<file path="config.mk">
export PLATFORM = sky130hd
export DESIGN_NAME = hd44780_nybbler_flat
export DESIGN_NICKNAME = d
export VERILOG_FILES = /design/src/rtl/hd44780_pkg.sv /design/src/rtl/hd44780_nybbler_if.sv /design/src/rtl/hd44780_delay_ctr.sv /design/src/rtl/hd44780_nybbler.sv /design/src/flat_wrapper.sv
export SDC_FILE = /design/constraint.sdc
export NUM_CORES = 1
export LEC_CHECK = 0
export ABC_AREA = 1
export CORE_ASPECT_RATIO = 0.9
export CORE_MARGIN = 10
export CORE_UTILIZATION = 52
export CTS_BUF_LIST = sky130_fd_sc_hd__clkbuf_4
export CTS_CLUSTER_DIAMETER = 40
export DETAILED_ROUTE_END_ITERATION = 7
export PLACE_DENSITY = 0.81
export REMOVE_ABC_BUFFERS = 1
export SETUP_SLACK_MARGIN = 0.05
export SYNTH_ARGS = -nofsm -noshare
export SYNTH_HDL_FRONTEND = slang
export SYNTH_SLANG_ARGS = --single-unit
</file>
<file path="constraint.sdc">
create_clock -name CLK_I -period 1.8 [get_ports CLK_I]
set_clock_uncertainty 0.15 [all_clocks]
set_input_delay 0.36 -clock CLK_I [delete_from_list [all_inputs] [get_ports CLK_I]]
set_output_delay 0.36 -clock CLK_I [all_outputs]
set_load 0.02 [all_outputs]
</file>
<file path="src/rtl/hd44780_pkg.sv">
`default_nettype none
// ============================================================================
//  Module      : hd44780_pkg
//  Description : Shared definitions for the HD44780 4-bit write path: state
//                enumeration of the nybble sequencer and default timing
//                constants for a 48 MHz system clock.
//  Contents    : nyb_state_t        - sequencer state encoding
//                c_def_*_ticks      - default phase lengths in clock cycles
//                max_int()          - helper for counter width derivation
//  Revision    : 1.0 - initial release
// ============================================================================
package hd44780_pkg;

   typedef enum logic [2:0] {
      ST_IDLE  = 3'd0,
      ST_SETUP = 3'd1,
      ST_PULSE = 3'd2,
      ST_HOLD  = 3'd3,
      ST_WAIT  = 3'd4
   } nyb_state_t;

   // 48 MHz defaults: tAS, PWEH, hold, 40 us command time, 1.64 ms clear/home
   localparam int c_def_setup_ticks  = 3;
   localparam int c_def_epulse_ticks = 12;
   localparam int c_def_hold_ticks   = 12;
   localparam int c_def_short_ticks  = 1920;
   localparam int c_def_long_ticks   = 78720;

   function automatic int max_int(input int a, input int b);
      return (a > b) ? a : b;
   endfunction

endpackage
`default_nettype wire

</file>
<file path="src/rtl/hd44780_nybbler_if.sv">
`default_nettype none
// ============================================================================
//  Module      : hd44780_nybbler_if
//  Description : Request/ready handshake between a transfer source and the
//                HD44780 nybble sequencer.
//  Signals     : i_valid  - request one transfer
//                o_ready  - sequencer idle, accepts when i_valid is high
//                i_byte   - byte to send, high nybble first
//                i_rs     - register select (0 command, 1 data)
//                i_single - send only the high nybble
//                i_long   - use the long post-transfer busy time
//  Modports    : master (request source), slave (sequencer)
//  Revision    : 1.0 - initial release
// ============================================================================
interface hd44780_nybbler_if;

   logic       i_valid;
   logic       o_ready;
   logic [7:0] i_byte;
   logic       i_rs;
   logic       i_single;
   logic       i_long;

   modport master (
      output i_valid, i_byte, i_rs, i_single, i_long,
      input  o_ready
   );

   modport slave (
      input  i_valid, i_byte, i_rs, i_single, i_long,
      output o_ready
   );

endinterface
`default_nettype wire

</file>
<file path="src/rtl/hd44780_delay_ctr.sv">
`default_nettype none
// ============================================================================
//  Module      : hd44780_delay_ctr
//  Description : Loadable down-counter timing every sequencer phase. A load
//                takes priority; otherwise the count decrements and parks at
//                zero. o_done flags the last cycle of a phase (count == 1).
//  Ports       : clk, rst  - clock, synchronous active-high reset
//                i_load    - load i_value on this edge
//                i_value   - phase length in cycles
//                o_done    - current cycle is the final one of the phase
//  Revision    : 1.0 - initial release
// ============================================================================
module hd44780_delay_ctr #(
   parameter int WIDTH = 8
) (
   input  wire logic             clk,
   input  wire logic             rst,
   input  wire logic             i_load,
   input  wire logic [WIDTH-1:0] i_value,
   output logic                  o_done
);

   logic [WIDTH-1:0] r_count;

   always_ff @(posedge clk) begin
      if (rst) begin
         r_count <= '0;
      end else if (i_load) begin
         r_count <= i_value;
      end else if (r_count != '0) begin
         r_count <= r_count - 1'b1;
      end
   end

   assign o_done = (r_count == WIDTH'(1));

endmodule
`default_nettype wire

</file>
<file path="src/rtl/hd44780_nybbler.sv">
`default_nettype none
// ============================================================================
//  Module      : hd44780_nybbler
//  Description : Sends one byte (or only its high nybble) to an HD44780 in
//                4-bit mode: SETUP / E PULSE / HOLD per nybble, then a busy
//                WAIT before accepting the next request.
//  Ports       : CLK_I, RST_I - system clock, synchronous active-high reset
//                bus          - request handshake (slave side)
//                lcd_rs       - LCD register select
//                lcd_e        - LCD enable strobe (flip-flop driven)
//                lcd_data     - LCD DB7..DB4
//  Revision    : 1.0 - initial release
// ============================================================================
module hd44780_nybbler
   import hd44780_pkg::*;
#(
   parameter int SETUP_TICKS      = c_def_setup_ticks,
   parameter int EPULSE_TICKS     = c_def_epulse_ticks,
   parameter int HOLD_TICKS       = c_def_hold_ticks,
   parameter int SHORT_WAIT_TICKS = c_def_short_ticks,
   parameter int LONG_WAIT_TICKS  = c_def_long_ticks
) (
   input  wire logic         CLK_I,
   input  wire logic         RST_I,
   hd44780_nybbler_if.slave  bus,
   output logic              lcd_rs,
   output logic              lcd_e,
   output logic [3:0]        lcd_data
);

   localparam int c_max_ticks = max_int(max_int(max_int(SETUP_TICKS, EPULSE_TICKS),
                                                max_int(HOLD_TICKS, SHORT_WAIT_TICKS)),
                                        LONG_WAIT_TICKS);
   localparam int c_cnt_w = $clog2(c_max_ticks) + 1;

   localparam logic [c_cnt_w-1:0] c_ld_setup = c_cnt_w'(SETUP_TICKS);
   localparam logic [c_cnt_w-1:0] c_ld_pulse = c_cnt_w'(EPULSE_TICKS);
   localparam logic [c_cnt_w-1:0] c_ld_hold  = c_cnt_w'(HOLD_TICKS);
   localparam logic [c_cnt_w-1:0] c_ld_short = c_cnt_w'(SHORT_WAIT_TICKS);
   localparam logic [c_cnt_w-1:0] c_ld_long  = c_cnt_w'(LONG_WAIT_TICKS);

   nyb_state_t         r_state;
   nyb_state_t         w_state_next;
   logic               r_lo_pending;
   logic               w_lo_next;
   logic [3:0]         r_byte_lo;
   logic               r_long;
   logic               r_e;
   logic               r_rs;
   logic [3:0]         r_data;
   logic               w_e_next;
   logic               w_rs_next;
   logic [3:0]         w_data_next;
   logic               w_load;
   logic [c_cnt_w-1:0] w_load_val;
   logic               w_done;
   logic               w_accept;

   assign w_accept    = bus.i_valid && (r_state == ST_IDLE);
   assign bus.o_ready = (r_state == ST_IDLE);

   hd44780_delay_ctr #(
      .WIDTH (c_cnt_w)
   ) u_delay_ctr (
      .clk     (CLK_I),
      .rst     (RST_I),
      .i_load  (w_load),
      .i_value (w_load_val),
      .o_done  (w_done)
   );

   // State register plus the registered pin drivers and request latches
   always_ff @(posedge CLK_I) begin
      if (RST_I) begin
         r_state      <= ST_IDLE;
         r_lo_pending <= 1'b0;
         r_byte_lo    <= 4'h0;
         r_long       <= 1'b0;
         r_e          <= 1'b0;
         r_rs         <= 1'b0;
         r_data       <= 4'h0;
      end else begin
         r_state      <= w_state_next;
         r_lo_pending <= w_lo_next;
         r_e          <= w_e_next;
         r_rs         <= w_rs_next;
         r_data       <= w_data_next;
         if (w_accept) begin
            r_byte_lo <= bus.i_byte[3:0];
            r_long    <= bus.i_long;
         end
      end
   end

   // Next-state decode: every timed phase ends on the counter's done cycle
   always_comb begin
      w_state_next = r_state;
      w_lo_next    = r_lo_pending;
      case (r_state)
         ST_IDLE: begin
            if (w_accept) begin
               w_state_next = ST_SETUP;
               w_lo_next    = ~bus.i_single;
            end
         end
         ST_SETUP: begin
            if (w_done) w_state_next = ST_PULSE;
         end
         ST_PULSE: begin
            if (w_done) w_state_next = ST_HOLD;
         end
         ST_HOLD: begin
            if (w_done) begin
               if (r_lo_pending) begin
                  w_state_next = ST_SETUP;
                  w_lo_next    = 1'b0;
               end else begin
                  w_state_next = ST_WAIT;
               end
            end
         end
         ST_WAIT: begin
            if (w_done) w_state_next = ST_IDLE;
         end
         default: begin
            w_state_next = ST_IDLE;
            w_lo_next    = 1'b0;
         end
      endcase
   end

   // Output decode: values for the pin flops and the counter load on entry
   // to each phase. E is taken from the next state so the pin itself is a
   // plain register output.
   always_comb begin
      w_e_next    = (w_state_next == ST_PULSE);
      w_rs_next   = r_rs;
      w_data_next = r_data;
      if (w_state_next == ST_IDLE) begin
         w_rs_next   = 1'b0;
         w_data_next = 4'h0;
      end else if (w_accept) begin
         w_rs_next   = bus.i_rs;
         w_data_next = bus.i_byte[7:4];
      end else if ((r_state == ST_HOLD) && (w_state_next == ST_SETUP)) begin
         w_data_next = r_byte_lo;
      end

      w_load = (w_state_next != r_state);
      case (w_state_next)
         ST_SETUP: w_load_val = c_ld_setup;
         ST_PULSE: w_load_val = c_ld_pulse;
         ST_HOLD:  w_load_val = c_ld_hold;
         ST_WAIT:  w_load_val = r_long ? c_ld_long : c_ld_short;
         default:  w_load_val = '0;
      endcase
   end

   assign lcd_e    = r_e;
   assign lcd_rs   = r_rs;
   assign lcd_data = r_data;

endmodule
`default_nettype wire

</file>
<file path="src/flat_wrapper.sv">
// flat-port wrapper written by rule: the top's interface ports become plain ports
module hd44780_nybbler_flat import hd44780_pkg::*;
#(
   parameter int SETUP_TICKS      = c_def_setup_ticks,
   parameter int EPULSE_TICKS     = c_def_epulse_ticks,
   parameter int HOLD_TICKS       = c_def_hold_ticks,
   parameter int SHORT_WAIT_TICKS = c_def_short_ticks,
   parameter int LONG_WAIT_TICKS  = c_def_long_ticks
)
  (CLK_I, RST_I, lcd_rs, lcd_e, lcd_data, bus_i_valid, bus_i_byte, bus_i_rs, bus_i_single, bus_i_long, bus_o_ready);
  hd44780_nybbler_if bus_i ();
  input  wire logic CLK_I;
  input  wire logic RST_I;
  output logic lcd_rs;
  output logic lcd_e;
  output logic [3:0] lcd_data;
  input wire logic [$bits(bus_i.i_valid)-1:0] bus_i_valid;
  input wire logic [$bits(bus_i.i_byte)-1:0] bus_i_byte;
  input wire logic [$bits(bus_i.i_rs)-1:0] bus_i_rs;
  input wire logic [$bits(bus_i.i_single)-1:0] bus_i_single;
  input wire logic [$bits(bus_i.i_long)-1:0] bus_i_long;
  output wire logic [$bits(bus_i.o_ready)-1:0] bus_o_ready;
  assign bus_i.i_valid = bus_i_valid;
  assign bus_i.i_byte = bus_i_byte;
  assign bus_i.i_rs = bus_i_rs;
  assign bus_i.i_single = bus_i_single;
  assign bus_i.i_long = bus_i_long;
  assign bus_o_ready = bus_i.o_ready;
  hd44780_nybbler #(.SETUP_TICKS(SETUP_TICKS), .EPULSE_TICKS(EPULSE_TICKS), .HOLD_TICKS(HOLD_TICKS), .SHORT_WAIT_TICKS(SHORT_WAIT_TICKS), .LONG_WAIT_TICKS(LONG_WAIT_TICKS)) u_core (.CLK_I(CLK_I), .RST_I(RST_I), .bus(bus_i), .lcd_rs(lcd_rs), .lcd_e(lcd_e), .lcd_data(lcd_data));
endmodule
</file>
# After elaboration in Yosys (flattened, before gate mapping)
# Index checks and enable logic that the tools add are counted.
# Widths: inputs -> output; s select.
dict set report classes {
  add_sub_neg 1
  eq_ne 12
  mux 16
  bitwise 2
  n_reduce_logical 11
}
# operator n
set ops {}
lappend ops {{$pmux 18 s3} 1}
lappend ops {{$mux 18} 2}
lappend ops {{$eq 18x1->1 const B} 1}
lappend ops {{$mux 3} 6}
lappend ops {{$reduce_bool 18->1} 1}
lappend ops {{$sub 18x1->18 const B} 1}
lappend ops {{$mux 17} 1}
lappend ops {{$pmux 3 s5} 1}
lappend ops {{$eq 3x2->1 const B} 4}
lappend ops {{$mux 4} 2}
lappend ops {{$eq 3x1->1 const B} 2}
lappend ops {{$eq 3x3->1 const B} 2}
lappend ops {{$logic_not 3->1} 2}
lappend ops {{$reduce_bool 2->1} 2}
lappend ops {{$reduce_or 2->1} 2}
lappend ops {{$ne 3x3->1} 1}
lappend ops {{$pmux 1 s3} 1}
lappend ops {{$reduce_and 3->1} 1}
lappend ops {{$reduce_or 3->1} 1}
lappend ops {{$logic_and 1x1->1} 2}
lappend ops {{$mux 1} 2}
lappend ops {{$ne 2x1->1 const B} 1}
lappend ops {{$ne 2x2->1 const B} 1}
lappend ops {{$not 1->1} 2}
dict set report totals {
  regBits 33
}

# Longest topological paths before layout
# Gate-level depths: netlist of run 1.
dict set report depth {
  ltp_word 8
  depth_mapped 16
}

# Modules after synthesis
# Synthesis of run 1 repeated with hierarchy kept, for this count alone.
dict set report unflattened {
  hier_cells 315
  area_unflattened_um2 2035.7
}
# module instances cells_per_inst area_per_inst_um2 seq_area_each_um2
set by_module_without_submodules {}
lappend by_module_without_submodules {hd44780_delay_ctr 1 194 1214.9 360.3}
lappend by_module_without_submodules {hd44780_nybbler 1 121 820.8 300.3}

# Least setup slack after synthesis of run 1
# OpenSTA, ideal clock, no wires.
dict set report synth_path {
  kind {register -> register}
  from {register u_core.u_delay_ctr.r_count[1]}
  to {register u_core.u_delay_ctr.r_count[1]}
  setup_time_ns 0.132
  arrival_time_ns 1.647
  required_ns 1.518
  path_slack_ns -0.129
  stages_incl_launch_ff 16
  n_path_buf 0
  synth_period_minus_slack_ns 1.929
  path_cell_list {dfxtp_1 -> inv_1 -> ha_1 -> nand3_2 -> nor2_4 -> nand2_4 -> nand2_2 -> nand3_2 -> nand2_2 -> nand2_4 -> nor2_8 -> nand2_8 -> inv_6 -> nand2_4 -> nand2_1 -> a21oi_2}
}
dict set report synth_between {
  elab_chain_cells 7
}
# item line_no
set synth_lines {}
lappend synth_lines {{start, declared} hd44780_delay_ctr.sv:23} ;# logic [WIDTH-1:0] r_count;
lappend synth_lines {{start signal, assigned} hd44780_delay_ctr.sv:29} ;# r_count <= i_value;
lappend synth_lines {{start signal, assigned} hd44780_delay_ctr.sv:31} ;# r_count <= r_count - 1'b1;
lappend synth_lines {{$eq 18x1->1} hd44780_delay_ctr.sv:35} ;# assign o_done = (r_count == WIDTH'(1));
lappend synth_lines {{$mux 3 (on tied branches)} n/a}
lappend synth_lines {{$pmux 3 s5} hd44780_nybbler.sv:99} ;# case (r_state)
lappend synth_lines {{$eq 3x2->1} hd44780_nybbler.sv:150} ;# case (w_state_next)
lappend synth_lines {{$reduce_or 2->1 (no line)} n/a}
lappend synth_lines {{$pmux 18 s3} hd44780_nybbler.sv:150}
lappend synth_lines {{$mux 18} hd44780_delay_ctr.sv:28} ;# end else if (i_load) begin
# Parallel ways exist; a longest one is shown, timed or not. The select of a mux whose other input is x is not followed.
# A chain may end at the register's enable or synchronous reset.

# Final worst setup path of run 1
dict set report layout_path {
  from {register u_core.u_delay_ctr.r_count[1]}
  to {register u_core.u_delay_ctr.r_count[2]}
}
# The elaborated chain is that of the path after synthesis.

==> reports/metrics.yaml, run 1 <==
ff2ff_setup_slack_ns: -0.33
outcome: "finished with violations"
crit_family: "simple AND/OR/NAND/NOR gates"
ys_ff_latch: 33
critPathMaxFanout: 6
final-max-slew-violation-count: 0
yosysWarnings: 0
synth_async_sr_flop_share_pct: 0
rsz0062_at_grt: "yes"
wl_met3_um: 406
die_x_um: 83.1
clkLatencyLatePin_ns: 0.36
worstHoldStart: "u_core.r_byte_lo[2]"
synth_top_family_by_area: "simple AND/OR/NAND/NOR gates"
critPathBufInv: 2
grt_pass1_vias: 2048
min_path_cells: 2
route.vias.total: 2114
cts_tree: "done"
synth-edff-count: 0
required_ns: 1.94
syn_inst: 246
final-hold-violation-count: 0
crit_chain: "inv_2, ha_4, nand3_4, nor2_4, nand2_4, o21ai_2, nand2_2, nand2_2, nand2_4, nand2_8, inv_8, nand2_4, nand2_1, nor2_1"
arrival_ns: 2.27
reg2reg_to: "u_core.u_delay_ctr.r_count[2]"
route.met2.wl_mm: 3.34
setup_viol: 23
hpwl_mm: 3.73
ys.flop_type: "dfxtp_1"
hold_end: "u_core.r_byte_lo[2]"
synth-simple-area-share_pct: 38.8
grt_pass1_wl_mm: 9.78
hp-class: "reg2reg"
first_pass_iters: 5
avgViaCountPerCell: 5.62
final_common_cell: "buf_4"
ioPinCount: 21
synthAdderAreaFrac_pct: 2.02
drive_gt1_share_pct: 47.6
postRouteAntennaNets: 0
final-instance-count-excl-fill: 376
grt_max_degree: 11
cts_buffers: 5
worst_pin_slew_ns: 0.360
fill_cells: 169
max_slew_margin_pct: 75.9
synth_seq_area_share_pct: 35.5
cp-start-kind: "flip-flop"
syn_avg_cell_area_um2: 7.57
dieHeight_um: 76.8
drc: 0
port_buffers: 20
clock-root-buffer: "clkbuf_4"
path_class: "reg2reg"
ys_types: 36
num_rows: 20
highest_layer: "met4"
final.setup.worst_slack_ns: -0.332
die_area_um2: 6380
drt_iter0_markers: 188
slowest_delay_ns: 0.35
reg2reg_from: "u_core.u_delay_ctr.r_count[1]"
wl_mm: 6.79
start_util_pct: 54.7
muxShareOfSynthArea_pct: 0
area_growth_pct: 55.8
synth_xor_xnor_area_share_pct: 6.59
gr-total-overflow: 0
min_period_ns: 2.13
dp_slack_ns: -0.231
nNetsFinal: 348
dp.cells: 353
crit_path_end_kind: "flip-flop"
place_congestion: 0.898
synth_compound_area_share_pct: 11.2
core-area_um2: 3400
max_freq_ghz: 0.469
path_common_cell: "nand2_4"
wl_per_cell_um: 18.1
hold_buffers: 0
syn-cell-area_um2: 1860
met1_length_mm: 2.73
slowest_stage: "dfxtp_2"
utilization_pct: 85.2
regArea_um2: 674
multi_input_area_um2: 1340
finalCritPeriodShare_pct: 118
htree_levels: 2
diodes: 0
r2r_cells: 14
clk_pin_slew_ns: 0.11
maxCapViolCount: 0
cts_buffer_depth: 2
grt_antenna_before_repair: 0
violations: "negative setup slack"
cts.sinks: 33
final_cell_mix: "57 x buf_4, 37 x nand2_1, 24 x dfxtp_1"
grt_use_total_pct: 18.1
==> worst register-to-register path: cells and delay by family (launching register included) <==
kind,cells,cell delay [ns]
AOI/OAI and AO/OA,1,0.18
adders and majority gates,1,0.16
buffers and inverters,2,0.14
DFF,1,0.35
and+or+nand+nor,10,1.09
==> synth_stat cells, types with 5 or more instances <==
| cell | n | area [µm²] |
|---|---|---|
| xnor2_1 | 6 | 52.6 |
| o21ai_1 | 5 | 25.0 |
| nand2_2 | 6 | 37.5 |
| dfxtp_1 | 33 | 661 |
| xor2_1 | 8 | 70.1 |
| nor2_1 | 32 | 120 |
| nand2_1 | 51 | 191 |
| nand3_1 | 13 | 65.1 |
| nor3_1 | 5 | 25.0 |
| nor2_2 | 5 | 31.3 |
| a21oi_1 | 11 | 55.1 |
| inv_1 | 20 | 75.1 |
==> routing by layer <==
metal / vias up / track usage, %
li1: 967 / -
met5: - / 0
met2: 111 / 31.3
met4: 0 / 9.35
met1: 1006 / 20.7
met3: 30 / 3.06
==> logic make-up after synthesis <==
kind of cell    count (synthesis)
compound gates                 31
fa+ha+maj                       3
buf+inv                        28
simple gates                  137
flops                          33
xor+xnor                       14
==> timing repair <==
item / 4_1_cts / 5_1_grt
cloned: 2 / 0
endpoints found under the setup margin: 30 / 27
pin swaps: 11 / 23
resized for setup: 39 / 49
endpoints found under the hold margin: 0 / 0
setup buffers: 11 / 2
==> state kept, by name (all words and copies together) (netlist names) <==
signal,cells
u_core.lcd_data,4
u_core.lcd_e,1
u_core.lcd_rs,1
u_core.r_byte_lo,4
u_core.r_lo_pending,1
u_core.r_long,1
u_core.r_state,3
u_core.u_delay_ctr.r_count,18
==> how the worst max path moves through the flow <==
stage,cells after the start,endpoint,startpoint,slack (ns)
after global placement,13,u_core.u_delay_ctr.r_count[12],u_core.u_delay_ctr.r_count[6],-0.13
after floorplan,13,u_core.u_delay_ctr.r_count[1],u_core.r_state[2],-0.23
after CTS,16,u_core.u_delay_ctr.r_count[12],u_core.u_delay_ctr.r_count[1],-0.19
after global routing,14,u_core.u_delay_ctr.r_count[2],u_core.u_delay_ctr.r_count[1],-0.41
after detailed placement,13,u_core.u_delay_ctr.r_count[12],u_core.u_delay_ctr.r_count[0],-0.23
final,14,u_core.u_delay_ctr.r_count[2],u_core.u_delay_ctr.r_count[1],-0.33
==> metrics by stage <==
step | TNS, ns | hold WS (ns) | area [µm²]
final | -5.39 | 0.325 | 2900
after global routing | -7.10 | 0.359 | 2900
after CTS | -2.55 | 0.327 | 2720
after detailed placement | -3.44 | 0.311 | 2450
after global placement | -1.85 | 0.306 | 2450
after floorplan | -3.28 | 0.272 | 1850
==> area by class of cell <==
cell class / count / area share [%]
clock buffers: 6 / 1.55
clock inverters: 2 / 1.16
inverters: 25 / 3.62
multi-input cells: 186 / 46.3
flip-flops and latches: 33 / 23.3
well taps: 44 / 1.90
repair buffers: 79 / 22.0
repair inverters: 1 / 0.216
Power of run 1 is left out: the tool's default activity adds up to more than one toggle a clock period on the data nets, which glitch-free logic cannot reach.
==> run 2: changes to the inputs <==
--- a/config.mk
+++ b/config.mk
@@ -6,14 +6,16 @@
 export NUM_CORES = 1
 export LEC_CHECK = 0
 export ABC_AREA = 1
+export CELL_PAD_IN_SITES_DETAIL_PLACEMENT = 0
+export CELL_PAD_IN_SITES_GLOBAL_PLACEMENT = 1
 export CORE_ASPECT_RATIO = 0.9
 export CORE_MARGIN = 10
-export CORE_UTILIZATION = 52
+export CORE_UTILIZATION = 38
 export CTS_BUF_LIST = sky130_fd_sc_hd__clkbuf_4
 export CTS_CLUSTER_DIAMETER = 40
 export DETAILED_ROUTE_END_ITERATION = 7
-export PLACE_DENSITY = 0.81
-export REMOVE_ABC_BUFFERS = 1
+export PLACE_DENSITY = 0.8
+export RECOVER_POWER = 25
 export SETUP_SLACK_MARGIN = 0.05
 export SYNTH_ARGS = -nofsm -noshare
 export SYNTH_HDL_FRONTEND = slang
==> reports/metrics.yaml, run 2 (synthesized netlist as in run 1, its figures left out) <==
path_class: "reg2reg"
crit_family: "simple AND/OR/NAND/NOR gates"
die_area_um2: 8100
slowest_delay_ns: 0.35
avgViaCountPerCell: 4.66
start_util_pct: 38.8
port_buffers: 20
hpwl_mm: 3.84
largest_register: "u_core.u_delay_ctr.r_count"
grt_antenna_before_repair: 0
irDropWorstVdd_mv: 0.866
htree_levels: 2
nNetsFinal: 352
arrival_ns: 2.11
route.vias.total: 1868
final-hold-violation-count: 0
cts.sinks: 33
final-instance-count-excl-fill: 401
finalCritPeriodShare_pct: 113
rsz0062_at_grt: "yes"
min_period_ns: 2.03
max_slew_margin_pct: 78.7
dp.cells: 382
drive_gt1_share_pct: 44.3
hp-class: "reg2reg"
num_rows: 24
cp-start-kind: "flip-flop"
clk_pin_slew_ns: 0.11
largest_register_ffs: 18
die_x_um: 93.8
cts_buffer_depth: 2
cts_tree: "done"
postRouteAntennaNets: 0
crit_chain: "inv_4, ha_4, nand3_4, nor2_4, nand2_4, nand2_2, nand3_2, nand2_2, nand2_4, nor2_8, nand2_8, o21ai_2, a21oi_1"
area_growth_pct: 55.3
grt_pass1_wl_mm: 8.87
wl_mm: 5.09
outcome: "finished with violations"
ff2ff_setup_slack_ns: -0.23
final.setup.worst_slack_ns: -0.230
maxCapViolCount: 0
final-max-slew-violation-count: 0
place_congestion: 0.872
drt_iter0_markers: 72
power_density_nw_per_um2: 2240
grt_max_degree: 12
grt_use_total_pct: 13.6
clock-root-buffer: "clkbuf_4"
critPathMaxFanout: 6
critPathBufInv: 1
dieHeight_um: 86.4
diodes: 0
cts_buffers: 5
gr-total-overflow: 0
violations: "negative setup slack"
worst_pin_slew_ns: 0.317
wl_per_cell_um: 12.7
hold_buffers: 0
setup_viol: 23
power.total_w: 0.00647
hold_ws_ns: 0.326
crit_path_end_kind: "flip-flop"
p_leak_nw: 1.35
ioPinCount: 21
max_freq_ghz: 0.493
setup_tns_ns: -4.08
clkLatencyLatePin_ns: 0.33
slowest_stage: "dfxtp_2"
core-area_um2: 4800
grt_pass1_vias: 1944
final_common_cell: "buf_4"
required_ns: 1.88
drc: 0
final_cell_mix: "59 x buf_4, 40 x nand2_1, 26 x dfxtp_1"
first_pass_iters: 5
synth_nets: 263
==> run 2: timing repair <==
item / 4_1_cts / 5_1_grt
buffers inserted: 4 / 5
pin swaps: 11 / 17
gates resized for setup: 42 / 22
gates cloned: 2 / 0
setup endpoints to repair: 30 / 27
==> run 2: per-layer routing <==
layer  wire length, µm  track usage, %  vias up
met1              2490            17.0      848
li1                  -               -      977
met2              2320            21.5       37
met4                56            3.72        0
met3               217            4.75        6
met5                 0               0        -
==> run 2: tightest hold or removal path, cell delays in order (launching register included) <==
cell      delay (ns)
dfxtp_1         0.32
nand2_1         0.07
a21boi_2        0.05
==> run 2: area by class of cell <==
class | count | area [µm²]
Clock buffer | 5 | 37.5
Fill cell | 449 | 1910
Timing Repair inverter | 1 | 6.26
Tap cell | 65 | 81.3
Multi-Input combinational cell | 186 | 1280
Timing Repair Buffer | 83 | 669
Sequential cell | 33 | 672
Clock inverter | 3 | 41.3
Inverter | 25 | 104
==> run 2: where the power goes <==
group	switching, W	total (W)	internal, W
clock	0.000268	0.000555	0.000287
sequential	0.000184	0.00118	0.000992
combinational	0.00260	0.00474	0.00214
total	0.00305	0.00647	0.00342
==> run 2: worst paths after layout <==
kind / cells after the start / end / start
worst min-delay path: 2 / u_core.lcd_rs / u_core.lcd_rs
worst min register to register: 2 / u_core.lcd_rs / u_core.lcd_rs
worst max-delay path: 13 / u_core.u_delay_ctr.r_count[3] / u_core.u_delay_ctr.r_count[1]
worst max register to register: 13 / u_core.u_delay_ctr.r_count[3] / u_core.u_delay_ctr.r_count[1]
==> run 2: metrics by stage <==
step | setup slack [ns] | cell area [µm²] | util [%]
floorplan | -0.0877 | 1880 | -
global placement | -0.179 | 2560 | 53.2
detailed placement | -0.221 | 2560 | 53.2
CTS | -0.124 | 2800 | 58.2
global route | -0.334 | 2890 | 60.2
finish | -0.230 | 2890 | 60.2
(Power assumes the default switching activity.)
==> run 3: changes to the inputs <==
--- a/config.mk
+++ b/config.mk
@@ -5,16 +5,15 @@
 export SDC_FILE = /design/constraint.sdc
 export NUM_CORES = 1
 export LEC_CHECK = 0
-export ABC_AREA = 1
 export CELL_PAD_IN_SITES_DETAIL_PLACEMENT = 0
 export CELL_PAD_IN_SITES_GLOBAL_PLACEMENT = 1
 export CORE_ASPECT_RATIO = 0.9
 export CORE_MARGIN = 10
-export CORE_UTILIZATION = 38
+export CORE_UTILIZATION = 39
 export CTS_BUF_LIST = sky130_fd_sc_hd__clkbuf_4
 export CTS_CLUSTER_DIAMETER = 40
 export DETAILED_ROUTE_END_ITERATION = 7
-export PLACE_DENSITY = 0.8
+export PLACE_DENSITY_LB_ADDON = 0.1
 export RECOVER_POWER = 25
 export SETUP_SLACK_MARGIN = 0.05
 export SYNTH_ARGS = -nofsm -noshare
==> reports/metrics.yaml, run 3 <==
grt_pass1_vias: 2031
cts_buffers: 5
clock-root-buffer: "clkbuf_4"
violations: "negative setup slack"
synth-edff-count: 0
hpwl_mm: 4.22
synth_top_area_share_pct: 35.6
grt_pass1_wl_mm: 9.78
diodes: 0
largest_register_ffs: 18
finalCritPeriodShare_pct: 120
ioPinCount: 21
final-instance-count-excl-fill: 382
slowest_stage: "dfxtp_4"
die_area_um2: 7920
final.setup.worst_slack_ns: -0.356
hp-class: "reg2reg"
grt_antenna_before_repair: 0
cts_tree: "done"
wl_mm: 6.10
required_ns: 1.90
drive_gt1_share_pct: 51.9
syn-cell-area_um2: 1860
setup_viol: 31
dieHeight_um: 85.4
cp-start-kind: "flip-flop"
ys_types: 49
place_congestion: 0.794
final_common_cell: "buf_4"
path_class: "reg2reg"
synth_nets: 235
hold_buffers: 0
synth_top_area_cell: "dfxtp_1"
final-max-slew-violation-count: 0
slowest_delay_ns: 0.38
maxCapViolCount: 0
drc: 0
cts_buffer_depth: 2
final-hold-violation-count: 0
yosysWarnings: 0
syn_inst: 218
largest_register: "u_core.u_delay_ctr.r_count"
clk_pin_slew_ns: 0.11
ys_ff_latch: 33
dp.cells: 356
area_growth_pct: 72.5
route.vias.total: 2049
post-synth-top-count-cell: "dfxtp_1"
max_freq_ghz: 0.464
syn_avg_cell_area_um2: 8.51
min_period_ns: 2.16
synth_seq_area_share_pct: 35.6
synth_async_sr_flop_share_pct: 0
max_slew_margin_pct: 76.0
synth_commonest_cells: "33 x dfxtp_1, 28 x nand2_1, 17 x a21oi_1"
cts.sinks: 33
critPathBufInv: 2
crit_path_end_kind: "flip-flop"
avgViaCountPerCell: 5.36
postRouteAntennaNets: 0
outcome: "finished with violations"
htree_levels: 2
core-area_um2: 4520
grt_use_total_pct: 15.0
final_cell_mix: "71 x buf_4, 26 x nand2_1, 19 x dfxtp_1"
wl_per_cell_um: 16.0
critPathMaxFanout: 4
drt_iter0_markers: 64
crit_chain: "nor4_4, buf_4, and4_4, buf_6, nand3_4, or3_4, a211oi_2"
ys.flop_type: "dfxtp_1"
port_buffers: 20
first_pass_iters: 4
crit_family: "simple AND/OR/NAND/NOR gates"
worst_pin_slew_ns: 0.360
rsz0062_at_grt: "yes"
nNetsFinal: 336
grt_max_degree: 15
clkLatencyLatePin_ns: 0.33
num_rows: 23
start_util_pct: 41.1
die_x_um: 92.7
synthTopCellsByArea: "dfxtp_1 36%, xnor2_1 6.1%, nand2_1 5.7%, a21oi_1 4.6%, a211oi_1 4.0%"
gr-total-overflow: 0
arrival_ns: 2.25
==> run 3: cell types whose count changed after synthesis, moves of 6 or more <==
cell	previous run	this run
nand2_1	51	28
nor2_1	32	11
inv_1	20	9
a211oi_1	0	10
nand3_1	13	3
nor3_1	5	14
xnor2_1	6	13
a21oi_1	11	17
clkbuf_1	2	8
nand2_2	6	0
==> run 3: layer usage <==
| metal | up-vias | track usage [%] | routed length [µm] |
|---|---|---|---|
| met1 | 996 | 18.9 | 2780 |
| li1 | 1006 | - | - |
| met2 | 43 | 25.1 | 3070 |
| met3 | 4 | 2.99 | 209 |
| met5 | - | 0 | 0 |
| met4 | 0 | 4.06 | 37 |
==> run 3: layout make-up <==
class / count / area, µm²
Inverter: 9 / 33.8
Clock buffer: 6 / 45.0
Tap cell: 62 / 77.6
Multi-Input combinational cell: 163 / 1440
Timing Repair Buffer: 107 / 907
Sequential cell: 33 / 686
Clock inverter: 2 / 10.0
Fill cell: 357 / 1320
==> run 3: timing repair <==
action                                  4_1_cts  5_1_grt
gates resized for setup                      73       35
pin swaps                                    22       14
buffers inserted                             12        7
endpoints found under the setup margin       38       34
==> run 3: cells by family (layout without fill, tap and decap cells) <==
group	after synthesis	in the layout	synth area share, %
xor+xnor	16	16	7.55
compound gates	60	60	23.3
flops	33	33	35.6
buf+inv	22	124	5.60
simple gates	83	83	25.4
mux	1	1	0.539
fa+ha+maj	3	3	2.02
==> run 3: final timing paths <==
check | from | end | slack (ns) | depth (start not counted)
max reg2reg | u_core.u_delay_ctr.r_count[15] | u_core.u_delay_ctr.r_count[7] | -0.36 | 7
min reg2reg | u_core.r_byte_lo[0] | u_core.r_byte_lo[0] | 0.33 | 2
min | u_core.r_byte_lo[0] | u_core.r_byte_lo[0] | 0.33 | 2
max | u_core.u_delay_ctr.r_count[15] | u_core.u_delay_ctr.r_count[7] | -0.36 | 7
==> run 3: through the flow <==
| step | hold slack [ns] | TNS [ns] | cell area [µm²] | setup WS [ns] | util [%] |
|---|---|---|---|---|---|
| 2_1_floorplan | 0.289 | -4.95 | 1910 | -0.315 | - |
| 3_3_place_gp | 0.300 | -11.14 | 2620 | -0.479 | 58.1 |
| 3_5_place_dp | 0.315 | -12.44 | 2620 | -0.509 | 58.1 |
| 4_1_cts | 0.333 | -5.62 | 3000 | -0.323 | 66.3 |
| 5_1_grt | 0.367 | -9.20 | 3200 | -0.409 | 70.8 |
| 6_report | 0.329 | -7.06 | 3200 | -0.356 | 70.8 |
==> run 3: worst reg2reg max path, cell delays in order, from the launching register on <==
cell,delay (ns)
dfxtp_4,0.38
nor4_4,0.29
buf_4,0.19
and4_4,0.26
buf_6,0.12
nand3_4,0.07
or3_4,0.37
a211oi_2,0.23
Power of run 3 is left out for the same reason.
